`src/rtl/dut_bus_pkg.sv`:
```
// rtl/dut_bus_pkg.sv - shared types and constants for the dut command front end
// Contents: ADDR_W, WAIT_W, op_e (OP_WRITE/OP_READ), state_e (IDLE/ISSUE/RESP), cmd_t {op, addr, data}
package dut_bus_pkg;

   localparam int ADDR_W = 3;
   localparam int WAIT_W = 16;

   typedef enum logic {
      OP_WRITE = 1'b0,
      OP_READ  = 1'b1
   } op_e;

   typedef enum logic [1:0] {
      IDLE  = 2'd0,
      ISSUE = 2'd1,
      RESP  = 2'd2
   } state_e;

   typedef struct packed {
      op_e               op;
      logic [ADDR_W-1:0] addr;
      logic              data;
   } cmd_t;

endpackage

```
`src/rtl/dut_cmd_fifo.sv`:
```
// rtl/dut_cmd_fifo.sv - synchronous FIFO of command structs
// Ports: clk, rst_n (async active-low), push/push_cmd (write side),
//        pop/head (read side, head is the oldest entry), full, empty
module dut_cmd_fifo
   import dut_bus_pkg::*;
#(
   parameter int DEPTH = 4
) (
   input  logic clk,
   input  logic rst_n,
   input  logic push,
   input  cmd_t push_cmd,
   input  logic pop,
   output cmd_t head,
   output logic full,
   output logic empty
);

   localparam int PTR_W = (DEPTH > 1) ? $clog2(DEPTH) : 1;

   // One extra pointer bit distinguishes full from empty when the indices match.
   logic [PTR_W:0]   wr_ptr;
   logic [PTR_W:0]   rd_ptr;
   cmd_t             mem [DEPTH];

   assign empty = (wr_ptr == rd_ptr);
   assign full  = (wr_ptr[PTR_W] != rd_ptr[PTR_W]) &&
                  (wr_ptr[PTR_W-1:0] == rd_ptr[PTR_W-1:0]);
   assign head  = mem[rd_ptr[PTR_W-1:0]];

   always_ff @(posedge clk or negedge rst_n) begin
      if (!rst_n) begin
         wr_ptr <= '0;
         rd_ptr <= '0;
      end else begin
         if (push && !full) begin
            wr_ptr <= wr_ptr + (PTR_W+1)'(1);
         end
         if (pop && !empty) begin
            rd_ptr <= rd_ptr + (PTR_W+1)'(1);
         end
      end
   end

   always_ff @(posedge clk) begin
      if (push && !full) begin
         mem[wr_ptr[PTR_W-1:0]] <= push_cmd;
      end
   end

endmodule

```
`src/rtl/dut_cmd_master.sv`:
```
// rtl/dut_cmd_master.sv - command sequencer driving the dut write/read method ports
// Ports: CLK, RST_N (async active-low)
//        cmd_valid/cmd_ready/cmd_op/cmd_addr/cmd_data : command input stream
//        rsp_valid/rsp_ready/rsp_addr/rsp_data/rsp_err : response output stream
//        write_address/write_data/write_en/write_rdy   : dut write method
//        read_address/read_en/read_data/read_rdy       : dut read method
//        busy : FIFO non-empty or a command in flight
module dut_cmd_master
   import dut_bus_pkg::*;
#(
   parameter int CMD_DEPTH = 4,
   parameter int TIMEOUT   = 255
) (
   input  logic              CLK,
   input  logic              RST_N,
   input  logic              cmd_valid,
   output logic              cmd_ready,
   input  logic              cmd_op,
   input  logic [ADDR_W-1:0] cmd_addr,
   input  logic              cmd_data,
   output logic              rsp_valid,
   input  logic              rsp_ready,
   output logic [ADDR_W-1:0] rsp_addr,
   output logic              rsp_data,
   output logic              rsp_err,
   output logic [ADDR_W-1:0] write_address,
   output logic              write_data,
   output logic              write_en,
   input  logic              write_rdy,
   output logic [ADDR_W-1:0] read_address,
   output logic              read_en,
   input  logic              read_data,
   input  logic              read_rdy,
   output logic              busy
);

   localparam logic [WAIT_W-1:0] TIMEOUT_CNT = WAIT_W'(TIMEOUT);

   state_e            state;
   state_e            state_n;
   cmd_t              cur;
   cmd_t              head;
   cmd_t              push_cmd;
   logic              fifo_full;
   logic              fifo_empty;
   logic              push;
   logic              pop;
   logic              done;
   logic              tmo;
   logic [WAIT_W-1:0] wait_cnt;

   // Gated by RST_N so the source sees no readiness while reset is held.
   assign cmd_ready = ~fifo_full & RST_N;
   assign push      = cmd_valid & cmd_ready;
   assign push_cmd  = '{op: op_e'(cmd_op), addr: cmd_addr, data: cmd_data};

   dut_cmd_fifo #(
      .DEPTH(CMD_DEPTH)
   ) u_fifo (
      .clk      (CLK),
      .rst_n    (RST_N),
      .push     (push),
      .push_cmd (push_cmd),
      .pop      (pop),
      .head     (head),
      .full     (fifo_full),
      .empty    (fifo_empty)
   );

   // The dut-facing address/data follow the current command, so they hold
   // the last issued values whenever no command is in ISSUE.
   assign write_address = cur.addr;
   assign read_address  = cur.addr;
   assign write_data    = cur.data;
   assign rsp_valid     = (state == RESP);
   assign busy          = ~fifo_empty | (state != IDLE);

   always_ff @(posedge CLK or negedge RST_N) begin
      if (!RST_N) begin
         state <= IDLE;
      end else begin
         state <= state_n;
      end
   end

   always_comb begin
      state_n  = state;
      pop      = 1'b0;
      done     = 1'b0;
      tmo      = 1'b0;
      write_en = 1'b0;
      read_en  = 1'b0;
      case (state)
         IDLE: begin
            if (!fifo_empty) begin
               pop     = 1'b1;
               state_n = ISSUE;
            end
         end
         ISSUE: begin
            if (cur.op == OP_WRITE) begin
               write_en = write_rdy;
               done     = write_rdy;
            end else begin
               read_en = read_rdy;
               done    = read_rdy;
            end
            // A rdy arriving in the final wait cycle still wins over the abort.
            if (done) begin
               state_n = RESP;
            end else if ((TIMEOUT != 0) && (wait_cnt == TIMEOUT_CNT)) begin
               tmo     = 1'b1;
               state_n = RESP;
            end
         end
         RESP: begin
            if (rsp_ready) begin
               if (!fifo_empty) begin
                  pop     = 1'b1;
                  state_n = ISSUE;
               end else begin
                  state_n = IDLE;
               end
            end
         end
         default: state_n = IDLE;
      endcase
   end

   always_ff @(posedge CLK or negedge RST_N) begin
      if (!RST_N) begin
         cur      <= '{op: OP_WRITE, addr: '0, data: 1'b0};
         wait_cnt <= '0;
         rsp_addr <= '0;
         rsp_data <= 1'b0;
         rsp_err  <= 1'b0;
      end else begin
         if (pop) begin
            cur      <= head;
            wait_cnt <= '0;
         end else if ((state == ISSUE) && !done) begin
            wait_cnt <= wait_cnt + WAIT_W'(1);
         end
         if (done) begin
            rsp_addr <= cur.addr;
            rsp_data <= (cur.op == OP_READ) ? read_data : 1'b0;
            rsp_err  <= 1'b0;
         end else if (tmo) begin
            rsp_addr <= cur.addr;
            rsp_data <= 1'b0;
            rsp_err  <= 1'b1;
         end
      end
   end

endmodule

```
`config.mk`:
```
export PLATFORM = sky130hd
export DESIGN_NAME = dut_cmd_master
export DESIGN_NICKNAME = d
export VERILOG_FILES = /design/src/rtl/dut_bus_pkg.sv /design/src/rtl/dut_cmd_fifo.sv /design/src/rtl/dut_cmd_master.sv
export SDC_FILE = /design/constraint.sdc
export NUM_CORES = 1
export LEC_CHECK = 0
export CAP_MARGIN = 20
export CORE_AREA = 2 2 80 139
export CTS_CLUSTER_SIZE = 25
export DETAILED_ROUTE_END_ITERATION = 8
export DIE_AREA = 0 0 82 141
export SLEW_MARGIN = 20
export SYNTH_ARGS = -nofsm -noshare
export SYNTH_HDL_FRONTEND = slang
export SYNTH_SLANG_ARGS = --single-unit
```
`constraint.sdc`:
```
create_clock -name CLK -period 3.4 [get_ports CLK]
set_clock_uncertainty 0.1 [all_clocks]
set_input_delay 0.34 -clock CLK [delete_from_list [all_inputs] [get_ports CLK]]
set_output_delay 0.34 -clock CLK [all_outputs]
set_load 0.02 [all_outputs]
```
Word-level counts from Yosys, hierarchy flattened
Memory sizes are Yosys's and may differ from the RTL's. A register that Yosys moved wholly into a read port is not among the register bits.
Index checks and enable logic that the tools add are counted.
Cells by class
  multipliers: 0
  shift operators: 0
  $add $sub $neg: 3
  bitwise gates (word level): 5
  reductions and logical operators: 13
  eq/ne operators: 9
  muxes and demuxes: 30
  order comparisons: 0
  divide/modulo/power cells: 0
Operator list (count)
  two-way mux 16 bit: 2
  two-way mux 1 bit: 20
  adder 16 x 1 -> 16 bit (second input constant): 1
  equality test 16 x 8 -> 1 bit (second input constant): 1
  two-way mux 2 bit: 4
  adder 3 x 1 -> 3 bit (second input constant): 2
  two-way mux 3 bit: 2
  case mux 2 bit (3 select lines): 1
  nonzero test 2 bit: 3
  logical AND 1 bit: 4
  zero test 1 bit: 4
  equality test 3 bit: 1
  != test 3 bit (second input constant): 1
  AND reduction 3 bit: 1
  bitwise AND 1 bit: 2
  equality test 2 x 1 -> 1 bit (second input constant): 1
  equality test 2 bit: 1
  equality test 2 bit (second input constant): 1
  zero test 2 bit: 1
  != test 2 x 1 -> 1 bit (second input constant): 1
  != test 2 bit (second input constant): 1
  inverter 1 bit: 2
  case mux 1 bit (2 select lines): 1
  != test 1 bit: 1
  OR 1 bit: 1
Storage, ports and cells
  memory bits (writable): 20
  word-level logic and storage cells: 68
  memories kept: 1
  ROM bits: 0
  latch bits: 0
  bits in registers: 29
Memories
  u_fifo.mem: depth 4, width 5, rd ports 1, clocked after Yosys merged registers in 1, wr ports 1, line dut_cmd_fifo.sv:24  | cmd_t mem [DEPTH];

Depth between registers and ports, before layout
Gate-level depths: netlist of the first run.
  depth after elaboration: 8
  depth in mapped cells: 6
  mapped depth without buffers: 5

Hierarchy
A second synthesis of the first run with hierarchy kept.
Second synthesis, totals
  cell total of the unflattened synthesis: 232
  area, all modules: 2730.1 um2
Modules (own cells, without submodules)
  dut_cmd_master: seq. area each 700.7 um2, area each 1529.0 um2, cells an instance 157, instances 1
  dut_cmd_fifo: seq. area each 750.7 um2, area each 1201.2 um2, cells an instance 75, instances 1

Least setup slack after synthesis of the first run
No wires, ideal clock.
  path type: register to register
  from: register wait_cnt[13]
  to: register rsp_addr[0]
  stages on the path, launching flop included: 5
  setup slack: 1.188 ns
  setup time: 0.125 ns
  arrival: 1.987 ns
  clock period less this slack: 2.212 ns
  cell sequence: dfrtp_1 or4_1 or4_4 a21oi_4 mux2_4
On the way
  longest elaborated chain between the ends: 5
RTL lines
  start: declaration: line dut_cmd_master.sv:50  | logic [WAIT_W-1:0] wait_cnt;
  start signal: assignment: line dut_cmd_master.sv:142  | wait_cnt <= wait_cnt + WAIT_W'(1);
  equality test 16 x 8 -> 1 bit: line dut_cmd_master.sv:111  | end else if ((TIMEOUT != 0) && (wait_cnt == TIMEOUT_CNT)) begin
  two-way mux 1 bit: line dut_cmd_master.sv:111
  two-way mux 1 bit: line dut_cmd_master.sv:109  | if (done) begin
  two-way mux 1 bit: line dut_cmd_master.sv:93  | case (state)
  nonzero test 2 bit (no line)
  end signal: assignment: line dut_cmd_master.sv:145  | rsp_addr <= cur.addr;
  end signal: assignment: line dut_cmd_master.sv:149  | rsp_addr <= cur.addr;
  end: declaration: line dut_cmd_master.sv:23  | output logic [ADDR_W-1:0] rsp_addr,
Every way passes these cells.
A chain may end at the register's enable or synchronous reset.

Worst setup path in the final report of the first run
  from: register u_fifo.rd_ptr[0]
  to: output busy
On the way
  longest elaborated chain between the ends: 3
RTL lines
  start: declaration: line dut_cmd_fifo.sv:23  | logic [PTR_W:0] rd_ptr;
  start signal: assignment: line dut_cmd_fifo.sv:40  | rd_ptr <= rd_ptr + (PTR_W+1)'(1);
  equality test 3 bit: line dut_cmd_fifo.sv:26  | assign empty = (wr_ptr == rd_ptr);
  inverter 1 bit: line dut_cmd_master.sv:76  | assign busy = ~fifo_empty | (state != IDLE);
  OR 1 bit: line dut_cmd_master.sv:76
  end: declaration: line dut_cmd_master.sv:34  | output logic busy
Every way passes these cells.

==> out/qor.log, run 1 <==
[status] result of the run complete, no violations
[clock_tree] CTS sink count 54
[timing] Worst Max-Slew Pin Slew 0.680 ns
[die] Die W 82 µm
[clock_tree] TritonCTS clock tree yes
[place] number of buffer cells added on primary ports 28
[worst_setup_path] series of cell instances along the critical path xnor2_1 > nand3_1 > or3_1 > clkdlybuf4s50_1
[clock_tree] clock buffer count from CTS 5
[clock_tree] number of cells upsized or downsized after cts 0
[synth] average cell area after synthesis 12.9 µm²
[timing] fin crit period 2.67 ns
[routing] post-detailed-route count of antenna-violating nets 0
[synth] mapped cell area 2560 µm²
[clock_tree] Bufs on Longest Clock Path 2
[worst_setup_path] count of cell instances traversed by the critical path 4
[timing] final max-slew violation count 0
[die] area of the core 10500 µm²
[cells_and_area] share of post-route cells with drive strength above 1 15.8%
[clock_tree] H-tree depth 2
[worst_setup_path] number of cells traversed by the worst register-to-register path 4
[die] number of primary I/O pins 29
[die] starting density of the core 24.4%
[routing] total vias in the final route 1604
[cells_and_area] total area of sequential cells 1450 µm²
[timing] Hold Slack 0.0354 ns
[clock_tree] latest clock arrival within the worst-skew pair 0.29 ns
[power] maximum ir drop on the vdd rail 280 µV
[synth] syn_nets 216
[worst_setup_path] Setup CP Type flop to primary output
[die] Die H 141 µm
[synth] Synth area leaders sky130_fd_sc_hd__dfrtp_1 33%, sky130_fd_sc_hd__edfxtp_1 23%, sky130_fd_sc_hd__xnor2_1 5.1%
[routing] post-route DRC violation count 0
[worst_setup_path] arrival time of data at the critical path endpoint 2.23 ns
[timing] post-route setup TNS 0 ns
[clock_tree] total of hold buffers inserted after clock tree synthesis 0
[worst_setup_path] count of buffering cells on the critical path with inverters included 1
[cells_and_area] fillers 1100
[synth] Synth area leader sky130_fd_sc_hd__dfrtp_1
[timing] Final setup viols 0
[worst_hold_path] type of the worst min-delay path input pin to asynchronous set/reset pin
[power] P_leak 1.17 nW
[place] gpl congestion 0.768
[synth] flip-flop cell with the highest count after synthesis sky130_fd_sc_hd__dfrtp_1
[routing] routed wirelength normalized by instance count 14.1 µm
[run] total of max-cap violations 0
[synth] cell with the most instances after synthesis sky130_fd_sc_hd__dfrtp_1
[worst_setup_path] largest fanout on the critical path 8
[cells_and_area] area growth from synthesis to layout 20.2%
[cells_and_area] Inserted Diodes 0
[place] placed cell areas 2930 µm²
[die] number of rows created at floorplan 50
[global_routing] maximum number of pins on one net before global-route repair 37
[worst_setup_path] CP top delay family buffers and inverters
[timing] setup repair after global routing missed its margin no
[cells_and_area] Core Util, Final 29.3%
[global_routing] sum of overflow across all layers after global routing 0
[timing] worst rel slew slack 54.3%
[clock_tree] cell at the root of the clock tree sky130_fd_sc_hd__clkbuf_16
[worst_setup_path] largest stage delay on the critical path 0.56 ns
[place] Detailed Place HPWL 3.73 mm
[timing] portion of the clock cycle consumed by the worst path in the final layout 78.4%
[timing] maximum clock frequency 375 MHz
[synth] EDFF count, synth 20
[global_routing] wire length of the first global-routing pass 8.22 mm
[synth] register bit total from synthesis 54
[synth] Yosys Warn Count 0
[clock_tree] Post-CTS Setup Bufs 0
[routing] Starting DRT DRC Count 67
[global_routing] overall routing resource usage 9.32%
[synth] ys async rst share 63.0%
[worst_setup_path] crit end category primary output
[routing] Detailed Route WL 4.97 mm
[cells_and_area] final non-filler cell area 3080 µm²
[synth] area share of the largest cell type after synthesis 33.2%
[worst_setup_path] Req. time, crit path 2.96 ns
[cells_and_area] area occupied by multi-input gates 1000 µm²
[power] Pwr Density 807 nW/µm²
[global_routing] initial antenna violation count 0
[routing] iteration count of the initial detailed-routing pass 4
[worst_setup_path] startpoint type of the worst setup path flop
[die] Die ar. 11600 µm²
[synth] Post-Syn Instances 198
[clock_tree] Clock transition at path regs 0.07 ns
[synth] register area share after synthesis 56.7%
[synth] Post-synth top cells 34 x sky130_fd_sc_hd__dfrtp_1, 20 x sky130_fd_sc_hd__edfxtp_1, 15 x sky130_fd_sc_hd__nor2_1, 15 x sky130_fd_sc_hd__xnor2_1
[cells_and_area] number of nets at the end of the flow 239
[routing] Via-to-Cell Ratio 4.56
[global_routing] via count of the first global-routing pass 1625
[synth] Unique masters post-synth 43
[timing] final-report hold violation count 0
[worst_setup_path] master of the slowest instance on the critical path sky130_fd_sc_hd__clkdlybuf4s50_1
## routing by layer
layer,vias to the layer above,GRT usage [%],wire length (µm)
li1,763,-,-
met2,27,16.3,2630
met4,0,3.68,84
met3,6,1.47,152
met1,808,11.1,2100
met5,-,0,0
## power by group
part           internal (mW)  switching, mW  leakage (nW)  total [mW]
clock network          0.273          0.232        0.0660       0.504
registers              0.826          0.171         0.620       0.998
logic                  0.497          0.485         0.482       0.982
## kinds of logic (layout without fill, tap and decap cells)
kind of cell | count (synthesis) | after routing | share of synthesized area (%)
AO/OA/AOI/OAI | 15 | 15 | 4.50
AND/OR/NAND/NOR | 65 | 65 | 14.6
multiplexers | 19 | 19 | 10.9
flip-flops | 54 | 54 | 56.7
buffers and inverters | 21 | 45 | 4.25
XOR/XNOR | 18 | 18 | 6.16
adder cells (fa/ha/maj) | 6 | 6 | 2.93
## layout by cell type (no fill, tap or decap), types with 2 or more instances in the layout
| master | Yosys | layout |
|---|---|---|
| sky130_fd_sc_hd__dfrtp_1 | 34 | 34 |
| sky130_fd_sc_hd__clkdlybuf4s50_1 | 0 | 27 |
| sky130_fd_sc_hd__edfxtp_1 | 20 | 20 |
| sky130_fd_sc_hd__xnor2_1 | 15 | 15 |
| sky130_fd_sc_hd__nor2_1 | 15 | 15 |
| sky130_fd_sc_hd__mux2_2 | 8 | 8 |
| sky130_fd_sc_hd__nor4_1 | 8 | 8 |
| sky130_fd_sc_hd__inv_1 | 7 | 7 |
| sky130_fd_sc_hd__nand3_1 | 7 | 7 |
| sky130_fd_sc_hd__ha_1 | 6 | 6 |
| sky130_fd_sc_hd__nand4_1 | 5 | 5 |
| sky130_fd_sc_hd__nand2_1 | 5 | 5 |
| sky130_fd_sc_hd__mux4_2 | 5 | 5 |
| sky130_fd_sc_hd__a21oi_1 | 5 | 5 |
| sky130_fd_sc_hd__clkbuf_16 | 0 | 5 |
| sky130_fd_sc_hd__and3_1 | 4 | 4 |
| sky130_fd_sc_hd__nor3_1 | 4 | 4 |
| sky130_fd_sc_hd__nor2b_1 | 3 | 3 |
| sky130_fd_sc_hd__xor2_1 | 3 | 3 |
| sky130_fd_sc_hd__mux2i_1 | 3 | 3 |
| sky130_fd_sc_hd__mux2_4 | 3 | 3 |
| sky130_fd_sc_hd__or4_1 | 2 | 2 |
| sky130_fd_sc_hd__o21ai_0 | 2 | 2 |
| sky130_fd_sc_hd__nand4b_1 | 2 | 2 |
| sky130_fd_sc_hd__buf_4 | 7 | 2 |
## metrics by stage
step,total power [mW],worst slack (ns),std cells
CTS,2.53,0.677,352
global placement,1.99,1.01,344
detailed placement,2.02,0.996,344
finish,2.48,0.734,352
global route,2.64,0.579,352
floorplan,1.72,1.19,198
## worst register-to-register path, cell delays in order (launching register included)
cell and delay (ns):
sky130_fd_sc_hd__dfrtp_1 0.45, sky130_fd_sc_hd__or4_1 0.54, sky130_fd_sc_hd__or4_4 0.59, sky130_fd_sc_hd__a21oi_4 0.25, sky130_fd_sc_hd__mux2_4 0.32
## flip-flops by register name (all words and copies together) (netlist names)
register       count
cur                1
read_address       3
rsp_addr           3
rsp_data           1
rsp_err            1
state              2
u_fifo.mem        20
u_fifo.rd_ptr      3
u_fifo.wr_ptr      3
wait_cnt          16
write_data         1
## final cells by class
type / instances / share of cell area [%]
Sequential cell: 54 / 47.2
Timing Repair Buffer: 30 / 9.43
Tap cell: 130 / 5.29
Inverter: 7 / 0.854
Multi-Input combinational cell: 123 / 32.5
Clock buffer: 5 / 4.07
Clock inverter: 3 / 0.691
## path summary, 6_finish.rpt
check	startpoint	slack, ns	to
max	u_fifo.rd_ptr[0]$_DFFE_PN0P_	0.73	busy
min	RST_N	0.04	u_fifo.rd_ptr[2]$_DFFE_PN0P_
max reg2reg	wait_cnt[9]$_DFFE_PN0P_	1.04	rsp_addr[0]$_DFFE_PN0P_
min reg2reg	rsp_addr[1]$_DFFE_PN0P_	0.43	rsp_addr[1]$_DFFE_PN0P_
max in group asynchronous	RST_N	2.84	wait_cnt[15]$_DFFE_PN0P_
min in group CLK	rsp_addr[1]$_DFFE_PN0P_	0.43	rsp_addr[1]$_DFFE_PN0P_
No activity file was read; power rests on OpenSTA's default activity.
==> inputs of run 2 (changes only) <==
- clock period: 3.4 -> 2.2 ns (I/O delays scaled with it)
==> run 2 against run 1 <==
The flow now finishes with violations (negative setup slack). Flip-flop and latch count unchanged. Clock power increased by 51%. Via count rose by 4.0%. Routed wire length increased by 3.8%. Non-clock buffer count increased by 22. Hold slack improved by 0.16 ns. Global-route usage increased by 0.57 points. Clock-buffer cell count did not move. Sequential share of layout area fell by 2.8 points. Critical path depth is the same. Cell count up 6.3%.
==> out/qor.log, run 2 (synthesized netlist as in run 1, its figures left out) <==
[routing] routed wirelength normalized by instance count 13.8 µm [-2.3%]
[worst_setup_path] Setup CP Type flop to flop
[die] starting density of the core 24.4% [unchanged]
[status] result of the run finished, violations left
[place] number of buffer cells added on primary ports 28 [unchanged]
[timing] final-report hold violation count 0 [unchanged]
[cells_and_area] most frequent standard cell in the layout excluding fill and tap cells sky130_fd_sc_hd__dfrtp_1
[power] Pwr Density 1240 nW/µm² [+53%]
[place] Detailed Place HPWL 3.84 mm [+3.2%]
[run] total of max-cap violations 0 [unchanged]
[clock_tree] Clock transition at path regs 0.07 ns [about the same]
[timing] worst rel slew slack 68.5% [+14 points]
[die] number of rows created at floorplan 50 [unchanged]
[timing] Worst Max-Slew Pin Slew 0.459 ns [-0.221 ns]
[clock_tree] CTS sink count 54 [unchanged]
[global_routing] wire length of the first global-routing pass 8.70 mm [+5.8%]
[worst_setup_path] Req. time, crit path 2.27 ns [-0.69 ns]
[routing] Detailed Route WL 5.16 mm [+3.8%]
[routing] Starting DRT DRC Count 96 [+43%]
[cells_and_area] number of nets at the end of the flow 261 [+9.2%]
[global_routing] initial antenna violation count 0 [unchanged]
[power] maximum ir drop on the vdd rail 622 µV [+120%]
[global_routing] maximum number of pins on one net before global-route repair 31 [-16%]
[routing] total vias in the final route 1668 [+4.0%]
[routing] iteration count of the initial detailed-routing pass 4 [unchanged]
[cells_and_area] area occupied by multi-input gates 1020 µm² [+2.4%]
[cells_and_area] share of post-route cells with drive strength above 1 24.6% [+8.8 points]
[global_routing] overall routing resource usage 9.89% [+0.57 points]
[global_routing] via count of the first global-routing pass 1781 [+9.6%]
[worst_setup_path] largest fanout on the critical path 4 [-4]
[worst_setup_path] startpoint type of the worst setup path flop
[timing] final max-slew violation count 0 [unchanged]
[clock_tree] clock buffer count from CTS 5 [unchanged]
[timing] Final Worst Setup Slack -0.0296 ns [-0.763 ns]
[die] area of the core 10500 µm² [unchanged]
[cells_and_area] area growth from synthesis to layout 27.8%
[cells_and_area] number of flip-flops in the largest register 20 [unchanged]
[cells_and_area] Inserted Diodes 0 [unchanged]
[worst_setup_path] crit end category flop
[clock_tree] Bufs on Longest Clock Path 2 [unchanged]
[timing] fin crit period 2.23 ns
[cells_and_area] most used cells in the layout excluding fill and tap cells 34 x sky130_fd_sc_hd__dfrtp_1, 24 x sky130_fd_sc_hd__clkdlybuf4s50_1, 22 x sky130_fd_sc_hd__buf_4, 20 x sky130_fd_sc_hd__edfxtp_1, 14 x sky130_fd_sc_hd__nor2_1
[die] Die W 82 µm [unchanged]
[worst_setup_path] arrival time of data at the critical path endpoint 2.30 ns [+0.07 ns]
[cells_and_area] fillers 1074 [-2.4%]
[routing] Via-to-Cell Ratio 4.46 [-2.1%]
[routing] post-detailed-route count of antenna-violating nets 0 [unchanged]
[worst_hold_path] type of the worst min-delay path input pin to asynchronous set/reset pin
[timing] Final setup viols 3 [+3]
[clock_tree] H-tree depth 2 [unchanged]
[die] Die H 141 µm [unchanged]
[status] violated checks negative setup slack
[global_routing] sum of overflow across all layers after global routing 0 [unchanged]
[clock_tree] cell at the root of the clock tree sky130_fd_sc_hd__clkbuf_16
[die] Die ar. 11600 µm² [unchanged]
[cells_and_area] Core Util, Final 31.1% [+1.9 points]
[cells_and_area] total area of sequential cells 1450 µm² [unchanged]
[timing] maximum clock frequency 449 MHz
[power] P_leak 1.30 nW [+11%]
[clock_tree] TritonCTS clock tree yes
[place] gpl congestion 0.787 [+2.4%]
[power] power after layout 4.04 mW [+63%]
[timing] portion of the clock cycle consumed by the worst path in the final layout 101%
[clock_tree] latest clock arrival within the worst-skew pair 0.29 ns [about the same]
[routing] post-route DRC violation count 0 [unchanged]
[die] number of primary I/O pins 29 [unchanged]
[timing] setup repair after global routing missed its margin yes
[run 2: worst paths after layout]
kind | cells past startpoint | from | slack (ns) | to
min in group CLK | 1 | rsp_addr[2]$_DFFE_PN0P_ | 0.41 | rsp_addr[2]$_DFFE_PN0P_
max in group asynchronous | 3 | RST_N | 1.18 | rsp_addr[2]$_DFFE_PN0P_
worst min register to register | 1 | rsp_addr[2]$_DFFE_PN0P_ | 0.41 | rsp_addr[2]$_DFFE_PN0P_
worst max register to register | 4 | wait_cnt[13]$_DFFE_PN0P_ | -0.03 | rsp_addr[2]$_DFFE_PN0P_
worst max-delay path | 4 | wait_cnt[13]$_DFFE_PN0P_ | -0.03 | rsp_addr[2]$_DFFE_PN0P_
worst min-delay path | 2 | RST_N | 0.20 | u_fifo.rd_ptr[2]$_DFFE_PN0P_
[run 2: metrics by stage]
stage	setup TNS, ns	setup WS (ns)	instance area (µm²)	hold slack, ns	cells
floorplan	-0.0362	-0.0121	2560	-0.176	198
global placement	0	0.00742	3090	-0.0393	363
detailed placement	-0.0854	-0.0320	3090	-0.0389	363
CTS	-0.0734	-0.0298	3240	0.217	373
global route	-0.217	-0.0728	3270	0.228	374
finish	-0.0779	-0.0296	3270	0.199	374
[run 2: routing by layer]
metal | vias up | wire length [µm] | GRT usage [%]
met5 | - | 0 | 0
met4 | 0 | 161 | 4.74
met2 | 32 | 2800 | 17.3
li1 | 803 | - | -
met3 | 10 | 160 | 1.86
met1 | 823 | 2030 | 11.2
[run 2: repair_timing]
item | CTS | global route
gates resized for setup | 4 | 4
setup endpoints to repair | 6 | 6
setup buffers | 1 | 1
hold endpoints to repair | 10 | 0
hold buffers | 1 | 0
[run 2: report_power, final]
group,switching (mW),total (mW),internal (mW)
Sequential,0.221,1.50,1.28
Clock,0.344,0.760,0.416
Combinational,0.852,1.78,0.931
Total,1.42,4.04,2.63
[run 2: worst max-delay path, cell delays in order, from the launching register on]
cell,delay [ns]
sky130_fd_sc_hd__dfrtp_1,0.39
sky130_fd_sc_hd__or4_4,0.53
sky130_fd_sc_hd__or4_4,0.54
sky130_fd_sc_hd__a21oi_4,0.22
sky130_fd_sc_hd__mux2_4,0.32
[run 2: final cells by class]
type | count | area share (%)
clock buffer | 5 | 3.82
clock inverter | 3 | 0.497
inverter | 7 | 0.803
multi-input combinational | 123 | 31.3
sequential | 54 | 44.4
tap | 130 | 4.97
timing repair buffer | 52 | 14.3
==> inputs of run 3 (changes only) <==
- CTS_CLUSTER_SIZE: 25 -> default
- clock period: 2.2 -> 2 ns (I/O delays scaled with it)
==> run 3 against run 2 <==
The run still ends with negative setup slack left. Core utilization increased by 1.3 points. Routed wire length is 2.0% higher. Sequential share of layout area down 1.7 points. Hold slack better by 0.21 ns. Via count is 3.3% higher. Combinational power grew 24%. Clock power is 10% higher. Cell count increased by 4.3%. Flip-flop and latch count is the same. Die area unchanged. Critical endpoint is now rsp_addr[0]$_DFFE_PN0P_. Largest cell class unchanged. Largest power group unchanged. Highest routed layer unchanged.
==> out/qor.log, run 3 (synthesized netlist as in run 1, its figures left out) <==
[worst_setup_path] CP top delay family simple AND/OR/NAND/NOR gates
[timing] final max-slew violation count 0 [unchanged]
[die] Die ar. 11600 µm² [unchanged]
[die] area of the core 10500 µm² [unchanged]
[clock_tree] clock buffer count from CTS 5 [unchanged]
[routing] Via-to-Cell Ratio 4.42 [-0.94%]
[worst_setup_path] count of buffering cells on the critical path with inverters included 0 [unchanged]
[cells_and_area] number of flip-flops in the largest register 20 [unchanged]
[worst_setup_path] startpoint type of the worst setup path flop
[worst_setup_path] crit end category flop
[timing] portion of the clock cycle consumed by the worst path in the final layout 109% [+8.1 points]
[routing] post-detailed-route count of antenna-violating nets 0 [unchanged]
[worst_setup_path] arrival time of data at the critical path endpoint 2.27 ns [-0.03 ns]
[routing] routed wirelength normalized by instance count 13.5 µm [-2.2%]
[cells_and_area] most frequent standard cell in the layout excluding fill and tap cells sky130_fd_sc_hd__buf_4
[die] number of primary I/O pins 29 [unchanged]
[cells_and_area] number of nets at the end of the flow 277 [+6.1%]
[global_routing] initial antenna violation count 0 [unchanged]
[cells_and_area] final non-filler cell area 3400 µm² [+4.0%]
[die] Die H 141 µm [unchanged]
[worst_setup_path] largest stage delay on the critical path 0.57 ns [+0.03 ns]
[place] Detailed Place HPWL 3.95 mm [+2.7%]
[timing] Worst Max-Slew Pin Slew 0.442 ns [-0.0164 ns]
[run] total of max-cap violations 0 [unchanged]
[timing] worst rel slew slack 70.5% [+2.0 points]
[routing] total vias in the final route 1723 [+3.3%]
[place] placed cell areas 3190 µm² [+3.2%]
[timing] post-route setup TNS -1.04 ns [-0.962 ns]
[cells_and_area] Inserted Diodes 0 [unchanged]
[global_routing] overall routing resource usage 9.84% [-0.047 points]
[timing] fin crit period 2.19 ns [-0.0416 ns]
[power] P_leak 1.38 nW [+6.3%]
[global_routing] maximum number of pins on one net before global-route repair 35 [+13%]
[routing] post-route DRC violation count 0 [unchanged]
[worst_setup_path] Setup CP Type flop to flop
[clock_tree] latest clock arrival within the worst-skew pair 0.29 ns [about the same]
[timing] final-report hold violation count 0 [unchanged]
[die] starting density of the core 24.4% [unchanged]
[status] violated checks negative setup slack
[cells_and_area] fillers 1053 [-2.0%]
[cells_and_area] Core Util, Final 32.4% [+1.3 points]
[place] number of buffer cells added on primary ports 28 [unchanged]
[worst_setup_path] Req. time, crit path 2.08 ns [-0.19 ns]
[clock_tree] TritonCTS clock tree yes
[clock_tree] Clock transition at path regs 0.07 ns [about the same]
[clock_tree] cell at the root of the clock tree sky130_fd_sc_hd__clkbuf_16
[power] Pwr Density 1360 nW/µm² [+10%]
[timing] setup repair after global routing missed its margin yes
[routing] iteration count of the initial detailed-routing pass 4 [unchanged]
[routing] Starting DRT DRC Count 78 [-19%]
[status] result of the run finished, violations left
[power] maximum ir drop on the vdd rail 657 µV [+5.7%]
[worst_setup_path] largest fanout on the critical path 4 [unchanged]
[place] gpl congestion 0.795 [+0.99%]
[die] Die W 82 µm [unchanged]
[global_routing] via count of the first global-routing pass 1734 [-2.6%]
[timing] Final setup viols 7 [+4]
[global_routing] sum of overflow across all layers after global routing 0 [unchanged]
[cells_and_area] area growth from synthesis to layout 32.9%
[clock_tree] CTS sink count 54 [unchanged]
[cells_and_area] most used cells in the layout excluding fill and tap cells 37 x sky130_fd_sc_hd__buf_4, 33 x sky130_fd_sc_hd__dfrtp_1, 23 x sky130_fd_sc_hd__clkdlybuf4s50_1, 20 x sky130_fd_sc_hd__edfxtp_1, 14 x sky130_fd_sc_hd__nor2_1
[cells_and_area] share of post-route cells with drive strength above 1 31.5% [+6.9 points]
[worst_setup_path] series of cell instances along the critical path or4_1 > or4_4 > a21oi_4 > mux2_4
[worst_hold_path] type of the worst min-delay path input pin to flop
[worst_setup_path] master of the slowest instance on the critical path sky130_fd_sc_hd__or4_4
[die] number of rows created at floorplan 50 [unchanged]
[clock_tree] H-tree depth 2 [unchanged]
[clock_tree] Bufs on Longest Clock Path 2 [unchanged]
[timing] maximum clock frequency 457 MHz [+1.9%]
[timing] Final Worst Setup Slack -0.188 ns [-0.158 ns]
[routing] Detailed Route WL 5.26 mm [+2.0%]
[global_routing] wire length of the first global-routing pass 8.56 mm [-1.6%]
## run 3: changes by cell type in the layout (fill, tap and decap cells not counted), sizes merged
cell	previous run	this run
buf	24	41
clkbuf	5	6
clkdlybuf4s50	24	23
dlygate4sd2	3	2
## run 3: final timing paths
check	depth (start not counted)	start	end	slack [ns]
max in group asynchronous	3	RST_N	u_fifo.wr_ptr[2]$_DFFE_PN0N_	1.00
worst min-delay path	3	read_data	rsp_data$_DFFE_PN0P_	0.41
worst max register to register	4	wait_cnt[12]$_DFFE_PN0P_	rsp_addr[0]$_DFFE_PN0P_	-0.19
min in group asynchronous	3	RST_N	state[1]$_DFFE_PN0P_	0.47
worst max-delay path	4	wait_cnt[12]$_DFFE_PN0P_	rsp_addr[0]$_DFFE_PN0P_	-0.19
worst min register to register	1	rsp_err$_DFFE_PN0P_	rsp_err$_DFFE_PN0P_	0.43
## run 3: where the power goes
part	leakage (nW)	total (mW)	internal (mW)	switching, mW
Sequential	0.619	1.60	1.41	0.187
Clock	0.0672	0.836	0.458	0.379
Combinational	0.694	2.21	1.16	1.05
## run 3: final cells by class
| type | count | area (µm²) | share of cell area, % |
|---|---|---|---|
| Clock buffer | 5 | 125 | 3.68 |
| Multi-Input combinational cell | 123 | 1050 | 30.8 |
| Tap cell | 130 | 163 | 4.78 |
| Clock inverter | 3 | 16.3 | 0.478 |
| Sequential cell | 54 | 1450 | 42.7 |
| Timing Repair Buffer | 68 | 573 | 16.8 |
| Inverter | 7 | 26.3 | 0.772 |
## run 3: what timing repair did
| action | CTS | global route |
|---|---|---|
| buffers inserted | 2 | 2 |
| setup endpoints to repair | 11 | 10 |
| resized for setup | 11 | 12 |
| endpoints found under the hold margin | 34 | 0 |
| hold buffers | 1 | 0 |
| pin swaps | 2 | 0 |
## run 3: metal layers
| layer | routed length, µm | vias up | global-route usage [%] |
|---|---|---|---|
| met3 | 156 | 7 | 2.05 |
| met5 | 0 | - | 0 |
| li1 | - | 842 | - |
| met2 | 2930 | 26 | 17.8 |
| met4 | 84 | 0 | 3.42 |
| met1 | 2090 | 848 | 11.0 |
## run 3: worst reg2reg max path, cell delays in order, from the launching register on
cell and delay (ns):
sky130_fd_sc_hd__dfrtp_1 0.37, sky130_fd_sc_hd__or4_1 0.51, sky130_fd_sc_hd__or4_4 0.57, sky130_fd_sc_hd__a21oi_4 0.21, sky130_fd_sc_hd__mux2_4 0.32
## run 3: through the flow
stage / instances / setup slack (ns) / hold slack (ns) / power, mW
5_1_grt: 390 / -0.233 / 0.424 / 4.93
3_5_place_dp: 378 / -0.220 / 0.245 / 3.77
3_3_place_gp: 378 / -0.209 / 0.240 / 3.73
6_report: 390 / -0.188 / 0.407 / 4.64
4_1_cts: 389 / -0.213 / 0.392 / 4.64
2_1_floorplan: 198 / -0.212 / -0.196 / 2.93
